==> src/rtl/qbus_reset_seq.sv <==
// Board reset and power sequencer for the Q-bus CPU tops: button debounce plus the
// sys_rst_n -> DCLO -> ACLO power-up order and the ACLO -> DCLO power-fail order.
module qbus_reset_seq #(
   parameter int NBTN      = 3,
   parameter int RST_IDX   = 2,
   parameter int PF_IDX    = 1,
   parameter int DB_W      = 16,
   parameter int TW        = 16,
   parameter int SYS_DLY   = 255,
   parameter int DCLO_DLY  = 1000,
   parameter int ACLO_DLY  = 1000,
   parameter int PFAIL_DLY = 1000
) (
   input  logic            clk,
   input  logic            rst_n,
   input  logic [NBTN-1:0] btn_n,
   output logic [NBTN-1:0] btn_q,
   output logic [NBTN-1:0] btn_p,
   output logic            sys_rst_n,
   output logic            dclo_n,
   output logic            aclo_n,
   output logic            seq_busy,
   output logic [2:0]      seq_state
);

   typedef enum logic [2:0] {
      POR = 3'd0,
      SYS = 3'd1,
      DCL = 3'd2,
      RUN = 3'd3,
      ACL = 3'd4
   } state_t;

   // Debounce toggles on the clock where the count would reach DB_MAX.
   localparam logic [DB_W-1:0] DB_LAST    = DB_W'((2 ** DB_W) - 2);
   localparam logic [TW-1:0]   SYS_LAST   = TW'(SYS_DLY - 1);
   localparam logic [TW-1:0]   DCLO_LAST  = TW'(DCLO_DLY - 1);
   localparam logic [TW-1:0]   ACLO_LAST  = TW'(ACLO_DLY - 1);
   localparam logic [TW-1:0]   PFAIL_LAST = TW'(PFAIL_DLY - 1);

   logic [NBTN-1:0] sync1, sync2, q_nxt;
   logic [DB_W-1:0] db_cnt  [NBTN];
   logic [DB_W-1:0] cnt_nxt [NBTN];

   always_comb begin
      for (int i = 0; i < NBTN; i++) begin
         q_nxt[i]   = btn_q[i];
         cnt_nxt[i] = db_cnt[i] + DB_W'(1);
         if (sync2[i] == ~btn_q[i]) begin
            cnt_nxt[i] = '0;
         end else if (db_cnt[i] == DB_LAST) begin
            q_nxt[i]   = ~btn_q[i];
            cnt_nxt[i] = '0;
         end
      end
   end

   always_ff @(posedge clk or negedge rst_n) begin
      if (!rst_n) begin
         sync1 <= '1;
         sync2 <= '1;
         btn_q <= '0;
         btn_p <= '0;
         for (int i = 0; i < NBTN; i++) db_cnt[i] <= '0;
      end else begin
         sync1 <= btn_n;
         sync2 <= sync1;
         btn_q <= q_nxt;
         btn_p <= q_nxt & ~btn_q;
         for (int i = 0; i < NBTN; i++) db_cnt[i] <= cnt_nxt[i];
      end
   end

   state_t          state, nxt;
   logic [TW-1:0]   timer, tmr_nxt;
   logic            rst_req, req_nxt;
   logic            rst_btn, pf_btn;

   assign rst_btn = btn_q[RST_IDX];
   assign pf_btn  = btn_q[PF_IDX];

   function automatic logic [2:0] pins(input state_t s);
      case (s)
         SYS:      pins = 3'b100;
         DCL, ACL: pins = 3'b110;
         RUN:      pins = 3'b111;
         default:  pins = 3'b000;
      endcase
   endfunction

   // A held button parks POR with the timer cleared, so release restarts the full delay;
   // DCL and ACL instead park at expiry so they leave on the first clock the button is up.
   always_comb begin
      nxt     = state;
      tmr_nxt = timer + TW'(1);
      req_nxt = rst_req;
      case (state)
         POR: begin
            if (rst_btn) begin
               tmr_nxt = '0;
            end else if (timer == SYS_LAST) begin
               nxt     = SYS;
               tmr_nxt = '0;
            end
         end
         SYS: begin
            if (rst_btn) begin
               nxt     = POR;
               tmr_nxt = '0;
            end else if (timer == DCLO_LAST) begin
               nxt     = DCL;
               tmr_nxt = '0;
            end
         end
         DCL: begin
            if (rst_btn) begin
               nxt     = POR;
               tmr_nxt = '0;
            end else if (timer == ACLO_LAST) begin
               tmr_nxt = timer;
               if (!pf_btn) begin
                  nxt     = RUN;
                  tmr_nxt = '0;
               end
            end
         end
         RUN: begin
            if (rst_btn || pf_btn) begin
               nxt     = ACL;
               tmr_nxt = '0;
               req_nxt = rst_btn;
            end
         end
         ACL: begin
            if (rst_btn) req_nxt = 1'b1;
            if (timer == PFAIL_LAST) begin
               tmr_nxt = timer;
               if (rst_req || rst_btn) begin
                  nxt     = POR;
                  tmr_nxt = '0;
                  req_nxt = 1'b0;
               end else if (!pf_btn) begin
                  nxt     = DCL;
                  tmr_nxt = '0;
               end
            end
         end
         default: begin
            nxt     = POR;
            tmr_nxt = '0;
            req_nxt = 1'b0;
         end
      endcase
   end

   always_ff @(posedge clk or negedge rst_n) begin
      if (!rst_n) begin
         state     <= POR;
         timer     <= '0;
         rst_req   <= 1'b0;
         sys_rst_n <= 1'b0;
         dclo_n    <= 1'b0;
         aclo_n    <= 1'b0;
         seq_busy  <= 1'b1;
         seq_state <= 3'd0;
      end else begin
         state                        <= nxt;
         timer                        <= tmr_nxt;
         rst_req                      <= req_nxt;
         {sys_rst_n, dclo_n, aclo_n}  <= pins(nxt);
         seq_busy                     <= (nxt != RUN);
         seq_state                    <= nxt;
      end
   end

endmodule

==> config.mk <==
export PLATFORM = sky130hd
export DESIGN_NAME = qbus_reset_seq
export DESIGN_NICKNAME = d
export VERILOG_FILES = /design/src/rtl/qbus_reset_seq.sv
export SDC_FILE = /design/constraint.sdc
export NUM_CORES = 1
export LEC_CHECK = 0
export ABC_AREA = 0
export BUFFER_PORTS_ARGS = -buffer_cell sky130_fd_sc_hd__buf_2
export CAP_MARGIN = 20
export CELL_PAD_IN_SITES_DETAIL_PLACEMENT = 0
export CELL_PAD_IN_SITES_GLOBAL_PLACEMENT = 1
export CORE_MARGIN = 2
export CORE_UTILIZATION = 42
export DETAILED_ROUTE_END_ITERATION = 12
export GPL_TIMING_DRIVEN = 0
export PLACE_DENSITY = 0.67
export SLEW_MARGIN = 20
export SYNTH_ARGS = -nofsm -noshare
export SYNTH_HDL_FRONTEND = slang
export SYNTH_SLANG_ARGS = --single-unit
==> constraint.sdc <==
create_clock -name clk -period 3.6 [get_ports clk]
set_clock_uncertainty 0.15 [all_clocks]
set_input_delay 0.18 -clock clk [delete_from_list [all_inputs] [get_ports clk]]
set_output_delay 0.18 -clock clk [all_outputs]
set_load 0.005 [all_outputs]
**After elaboration in Yosys (flattened, before gate mapping)**

Index checks and enable logic that the tools add are counted.

- Bitwise logic cells: 6
- Shift operators: 0
- Mux-type cells: 41
- Equal/unequal tests: 18
- Div/mod/pow operators: 0
- Reduce and logical (&&, ||, !) cells: 6
- Multiply operators: 0
- Add/subtract/negate cells: 4
- Magnitude comparators: 0

Operators with widths:

| operator | number |
|---|---|
| 16-bit two-way mux | 16 |
| 16-bit case mux with 5 select lines | 1 |
| 16-bit by 1-bit adder with 16-bit output, second input constant | 4 |
| 16-bit == test, second input constant | 3 |
| 3-bit two-way mux | 11 |
| 16-bit by 10-bit == test with 1-bit output, second input constant | 1 |
| 16-bit by 8-bit == test with 1-bit output, second input constant | 1 |
| 3-bit case mux with 5 select lines | 1 |
| 3-bit by 2-bit == test with 1-bit output, second input constant | 4 |
| 1-bit two-way mux | 10 |
| 3-bit case mux with 3 select lines | 1 |
| 3-bit by 1-bit == test with 1-bit output, second input constant | 2 |
| 3-bit == test, second input constant | 2 |
| 1-bit NOT | 4 |
| 3-bit AND | 1 |
| 1-bit == test | 3 |
| 3-bit logical NOT | 1 |
| 3-bit by 2-bit != test with 1-bit output, second input constant | 1 |
| 3-bit NOT | 1 |
| 1-bit case mux with 3 select lines | 1 |
| 3-bit OR reduction | 1 |
| 1-bit logical OR | 2 |
| 2-bit != test, second input constant | 1 |
| 2-bit AND reduction | 1 |
| 2-bit OR reduction | 1 |

- Bits of input ports: 5
- Memories kept: 0
- Register bits after elaboration: 84
- Output and inout bits: 13
- Latch bits: 0
- Bits in read-only memories: 0
- RAM bits: 0

**Logic depth before layout (Yosys ltp)**

- Word-level depth: 7
- Gate-level depth with buffers: 8
- Depth with buffers taken out: 7

**Worst setup path after synthesis**

Ideal clock, no wire load.

- Path type: flip-flop to flip-flop
- Start point: register timer[10]
- End point: register timer[12]
- Required time: 3315 ps
- Arrival: 1967 ps
- Stages on the path, launching flop included: 7
- Buffers on the path: 1
- Clock period less this slack: 2252 ps
- Library setup time: 135 ps
- Slack: 1348 ps
- Cell sequence: dfrtp_1 > or4_4 > nor4_4 > a21oi_2 > buf_6 > o311ai_1 > o31ai_1

- Word-level cells in the longest chain between the ends: 4

RTL lines:

| item | line | source |
|---|---|---|
| start: declaration | 75 | `logic [TW-1:0] timer, tmr_nxt;` |
| start signal: assignment | 168 | `timer <= tmr_nxt;` |
| 16-bit by 1-bit adder with 16-bit output, or another cell as far along | 95 | `tmr_nxt = timer + TW'(1);` |
| 16-bit two-way mux, on equally long branches | 119, 101, 110 |  |
| 16-bit two-way mux, on equally long branches | 116, 107, 99 |  |
| 16-bit case mux with 5 select lines (*) | 97 | `case (state)` |
| net tmr_nxt[12] | 75 |  |

Mark *: on every way through the listed nets, which the timed path passes. The rest lies on a longest branch.
A chain may end at the register's enable or synchronous reset.

**Final worst setup path**

- Start point: register state[1]
- End point: register timer[2]

- Word-level cells in the longest chain between the ends: 2

RTL lines:

| item | line | source |
|---|---|---|
| start: declaration | 74 | `state_t state, nxt;` |
| start signal: assignment | 167 | `state <= nxt;` |
| 3-bit == test, or another cell as far along | 97 |  |
| 16-bit case mux with 5 select lines (*) | 97 |  |
| net tmr_nxt[2] | 75 |  |

Marks and branches as above.

==> report_table.html <==
<table>
<tr><th>Metric</th><th>Value</th></tr>
<tr><th colspan="2">Run status</th></tr>
<tr><td>Result of the run</td><td>finished clean</td></tr>
<tr><th colspan="2">Synth</th></tr>
<tr><td>Area share of the largest cell type after synthesis</td><td>0.477</td></tr>
<tr><td>FFs w/ async S/R, synth</td><td>1.00</td></tr>
<tr><td>Cell with the most instances after synthesis</td><td>sky130_fd_sc_hd__dfrtp_1</td></tr>
<tr><td>Number of enable flip-flop cells after synthesis</td><td>0</td></tr>
<tr><td>Netlist Area Pre-Place</td><td>around 4000 um2</td></tr>
<tr><td>Sequential share of the synthesized area</td><td>0.523</td></tr>
<tr><td>Cell types with the highest counts after synthesis</td><td>sky130_fd_sc_hd__dfrtp_1, sky130_fd_sc_hd__nor2_1, sky130_fd_sc_hd__nand2_1</td></tr>
<tr><td>Post-synth cell types</td><td>between 40 and 50</td></tr>
<tr><td>Synth Warn #</td><td>0</td></tr>
<tr><td>Avg Cell Area, Syn</td><td>just under 10 um2</td></tr>
<tr><td>Dominant cell type by area after synthesis</td><td>sky130_fd_sc_hd__dfrtp_1</td></tr>
<tr><td>Most common flop cell mapped by yosys</td><td>sky130_fd_sc_hd__dfrtp_1</td></tr>
<tr><td>Cell count after synthesis</td><td>410</td></tr>
<tr><td>Syn Nets</td><td>approximately 420</td></tr>
<tr><td>Flop and latch count out of synthesis</td><td>between 80 and 90</td></tr>
<tr><td>Largest cells by area after synthesis</td><td>sky130_fd_sc_hd__dfrtp_1, sky130_fd_sc_hd__nor2_1, sky130_fd_sc_hd__xnor2_1</td></tr>
<tr><th colspan="2">Worst setup path</th></tr>
<tr><td>Type of element capturing the critical path</td><td>flop</td></tr>
<tr><td>Delay-heaviest family, CP</td><td>simple AND/OR/NAND/NOR gates</td></tr>
<tr><td>Nature of the critical path startpoint</td><td>flop</td></tr>
<tr><td>Crit path required time</td><td>between 3000 and 4000 ps</td></tr>
<tr><td>Buffering stage count on the worst path with inverters included</td><td>1</td></tr>
<tr><td>CP peak stage delay</td><td>approximately 730 ps</td></tr>
<tr><td>Max Fanout on Critical Path</td><td>10</td></tr>
<tr><td>Crit-path slowest cell</td><td>sky130_fd_sc_hd__nor4_2</td></tr>
<tr><td>CP cell instances</td><td>clkbuf_1 -&gt; mux2i_1 -&gt; nor4_2 -&gt; nor3_2 -&gt; o311ai_0</td></tr>
<tr><td>Worst Setup Path Type</td><td>reg2reg</td></tr>
<tr><td>Arrival time of data at the critical path endpoint</td><td>~2700 ps</td></tr>
<tr><th colspan="2">STA</th></tr>
<tr><td>WHS</td><td>143 ps</td></tr>
<tr><td>Clock period minus final worst setup slack</td><td>about 2600 ps</td></tr>
<tr><td>Slew at the pin closest to its max-slew limit</td><td>about 940 ps</td></tr>
<tr><td>Period Utilization, post-route</td><td>0.724</td></tr>
<tr><td>Fmax</td><td>0.384 GHz</td></tr>
<tr><td>Final setup TNS</td><td>0 ps</td></tr>
<tr><td>Number of pins with negative max-slew slack in the final report</td><td>0</td></tr>
<tr><td>Final setup fails</td><td>0</td></tr>
<tr><td>Remaining max-slew budget at the tightest pin</td><td>0.368</td></tr>
<tr><td>Hold Vio Cnt, Final</td><td>0</td></tr>
<tr><td>Setup repair after global routing missed its margin</td><td>false</td></tr>
<tr><td>Setup slack after layout</td><td>994 ps</td></tr>
<tr><th colspan="2">Place</th></tr>
<tr><td>Number of buffers inserted by port buffering</td><td>17</td></tr>
<tr><td>DP HPWL</td><td>between 5 and 6 mm</td></tr>
<tr><td>Setup WS pre-CTS</td><td>a little under 1000 ps</td></tr>
<tr><td>Weighted congestion at the end of routability-driven global placement</td><td>0.792</td></tr>
<tr><th colspan="2">CTS</th></tr>
<tr><td>Number of buffers created by CTS</td><td>9</td></tr>
<tr><td>Number of sinks handled by clock tree synthesis</td><td>84</td></tr>
<tr><td>Buffers from clock root to sink, at most</td><td>2</td></tr>
<tr><td>CTS tree</td><td>built</td></tr>
<tr><td>Root cell of the clock tree</td><td>sky130_fd_sc_hd__clkbuf_8</td></tr>
<tr><td>Clock insertion delay at the later pin of the skew report</td><td>between 300 and 400 ps</td></tr>
<tr><td>Clock transition time at the flip-flop clock pins of the worst setup and hold paths</td><td>about 100 ps</td></tr>
<tr><td>CTS H-tree lvls</td><td>3</td></tr>
<tr><th colspan="2">Route</th></tr>
<tr><td>Routed wire length per instance</td><td>roughly 14 um</td></tr>
<tr><td>Vias after detailed routing</td><td>2977</td></tr>
<tr><td>Via-per-instance ratio</td><td>between 5 and 6</td></tr>
<tr><td>Final antenna-violating net count</td><td>0</td></tr>
<tr><td>Drt total wl</td><td>approximately 8 mm</td></tr>
<tr><td>Remaining DRCs</td><td>0</td></tr>
<tr><td>Detailed Route Iter0 Violations</td><td>~100</td></tr>
<tr><td>Number of optimization iterations in the first detailed-route pass</td><td>4</td></tr>
<tr><th colspan="2">Die</th></tr>
<tr><td>Total number of placement rows</td><td>35</td></tr>
<tr><td>Die area</td><td>between 10000 and 15000 um2</td></tr>
<tr><td>Y dimension of the die</td><td>102 um</td></tr>
<tr><td>Effective utilization at floorplan</td><td>0.435</td></tr>
<tr><td>Area of the core region</td><td>between 9000 and 10000 um2</td></tr>
<tr><td>Top-level port count</td><td>18</td></tr>
<tr><td>DIE WIDTH</td><td>102 um</td></tr>
<tr><th colspan="2">Cells and area</th></tr>
<tr><td>Antenna diode instance count</td><td>0</td></tr>
<tr><td>Post-synthesis to final-layout area growth</td><td>13.0%</td></tr>
<tr><td>Share of layout cells above drive strength 1</td><td>0.123</td></tr>
<tr><td>Post-layout nets</td><td>456</td></tr>
<tr><td>Final core utilization</td><td>0.491</td></tr>
<tr><th colspan="2">Global routing</th></tr>
<tr><td>Antenna violations before repair</td><td>0</td></tr>
<tr><td>Overall global routing resource usage</td><td>0.172</td></tr>
<tr><td>Grt ovf</td><td>0</td></tr>
<tr><td>First-pass GRT wire length</td><td>about 14 mm</td></tr>
<tr><td>Via count of the first global-routing pass</td><td>around 2800</td></tr>
<tr><td>Maximum number of pins on one net before global-route repair</td><td>52</td></tr>
<tr><th colspan="2">Pwr</th></tr>
<tr><td>Worst vdd ir</td><td>slightly above 0.0003 V</td></tr>
<tr><td>Leakage power</td><td>1.93 nW</td></tr>
<tr><td>Power per cell area</td><td>about 380 nW/um2</td></tr>
<tr><th colspan="2">Job</th></tr>
<tr><td>Max-Cap Viols</td><td>0</td></tr>
<tr><th colspan="2">Hold path</th></tr>
<tr><td>Hold/Removal Path Class</td><td>in2async</td></tr>
</table>
-- kinds of logic (layout without fill, tap and decap cells) --
kind of cell / after synthesis / in the layout / share of synthesized area
flip-flops: 84 / 84 / 0.523
AND/OR/NAND/NOR: 199 / 199 / 0.243
multiplexers: 1 / 1 / 0.00248
AO/OA/AOI/OAI: 50 / 50 / 0.0843
adder cells (fa/ha/maj): 8 / 8 / 0.0248
XOR/XNOR: 46 / 46 / 0.0998
buffers and inverters: 22 / 60 / 0.0229
-- power breakdown --
group	total, mW	switching (mW)	internal [mW]
clock network	0.708	0.376	0.332
registers	0.970	0.0132	0.957
logic	0.0536	0.0354	0.0181
total	1.73	0.425	1.31
-- sequential cells by signal (all words and copies together) (netlist names), 3 cells and up --
signal,cells
db_cnt,48
timer,16
btn_q,3
btn_p,3
state,3
sync1,3
sync2,3
-- worst paths after layout --
check,slack [ps],from,to,depth (start not counted)
setup / recovery,990,state[1]$_DFF_PN0_,timer[2]$_DFF_PN0_,5
hold / removal,140,rst_n,db_cnt[45]$_DFF_PN0_,2
setup reg to reg,990,state[1]$_DFF_PN0_,timer[2]$_DFF_PN0_,5
hold reg to reg,200,sync1[2]$_DFF_PN1_,sync2[2]$_DFF_PN1_,0
max in group asynchronous,2490,rst_n,sync1[2]$_DFF_PN1_,3
min in group clk,200,sync1[2]$_DFF_PN1_,sync2[2]$_DFF_PN1_,0
-- through the flow --
stage          std cells  power (mW)  cell area, um2
2_1_floorplan        410        1.01            4040
3_3_place_gp         556        1.04            4280
3_5_place_dp         557        1.04            4310
4_1_cts              577        1.76            4560
5_1_grt              577        1.82            4560
6_report             577        1.73            4560
-- worst reg2reg max path, cell delays in order, from the launching register on --
cell,delay [ps]
sky130_fd_sc_hd__dfrtp_1,460
sky130_fd_sc_hd__clkbuf_1,370
sky130_fd_sc_hd__mux2i_1,180
sky130_fd_sc_hd__nor4_2,730
sky130_fd_sc_hd__nor3_2,220
sky130_fd_sc_hd__o311ai_0,390
-- final cells by class --
class | count | area (um2)
Buffer | 12 | 55.1
Clock buffer | 9 | 124
Clock inverter | 7 | 83.8
Fill cell | 916 | 4720
Inverter | 10 | 37.5
Multi-Input combinational cell | 304 | 1830
Sequential cell | 84 | 2110
Tap cell | 129 | 161
Timing Repair Buffer | 22 | 155
-- repair_timing --
| action | 4_1_cts | 5_1_grt |
|---|---|---|
| resized for setup | 0 | 0 |
| setup buffers | 0 | 0 |
| endpoints found under the hold margin | 36 | 0 |
| hold buffers | 4 | 0 |
-- metal layers --
layer	track usage	part of all wire	vias up
li1	-	-	1497
met1	0.238	0.49	1431
met2	0.263	0.47	42
met3	0.0561	0.035	7
met4	0.0462	0.011	0
met5	0	0	-
-- layout by cell type, fill, tap and decap left out, types with 2 or more instances in the layout --
cell type and instances:
sky130_fd_sc_hd__a21oi_1 5, sky130_fd_sc_hd__and3_1 9, sky130_fd_sc_hd__and4_1 3, sky130_fd_sc_hd__buf_2 18, sky130_fd_sc_hd__clkbuf_1 9, sky130_fd_sc_hd__clkbuf_8 9, sky130_fd_sc_hd__clkinv_4 2, sky130_fd_sc_hd__dfrtp_1 77
sky130_fd_sc_hd__dfstp_2 7, sky130_fd_sc_hd__dlygate4sd3_1 4, sky130_fd_sc_hd__ha_1 8, sky130_fd_sc_hd__inv_1 10, sky130_fd_sc_hd__inv_6 2, sky130_fd_sc_hd__nand2_1 39, sky130_fd_sc_hd__nand2b_1 5, sky130_fd_sc_hd__nand3_1 15
sky130_fd_sc_hd__nand3b_1 3, sky130_fd_sc_hd__nand4_1 20, sky130_fd_sc_hd__nor2_1 74, sky130_fd_sc_hd__nor3_1 12, sky130_fd_sc_hd__o211ai_1 2, sky130_fd_sc_hd__o21ai_0 16, sky130_fd_sc_hd__o22ai_1 4, sky130_fd_sc_hd__o311ai_0 3
sky130_fd_sc_hd__o311ai_1 5, sky130_fd_sc_hd__o31ai_1 7, sky130_fd_sc_hd__or2_2 3, sky130_fd_sc_hd__or3_1 5, sky130_fd_sc_hd__or4_1 2, sky130_fd_sc_hd__xnor2_1 25, sky130_fd_sc_hd__xor2_1 21
(Power assumes the default switching activity.)
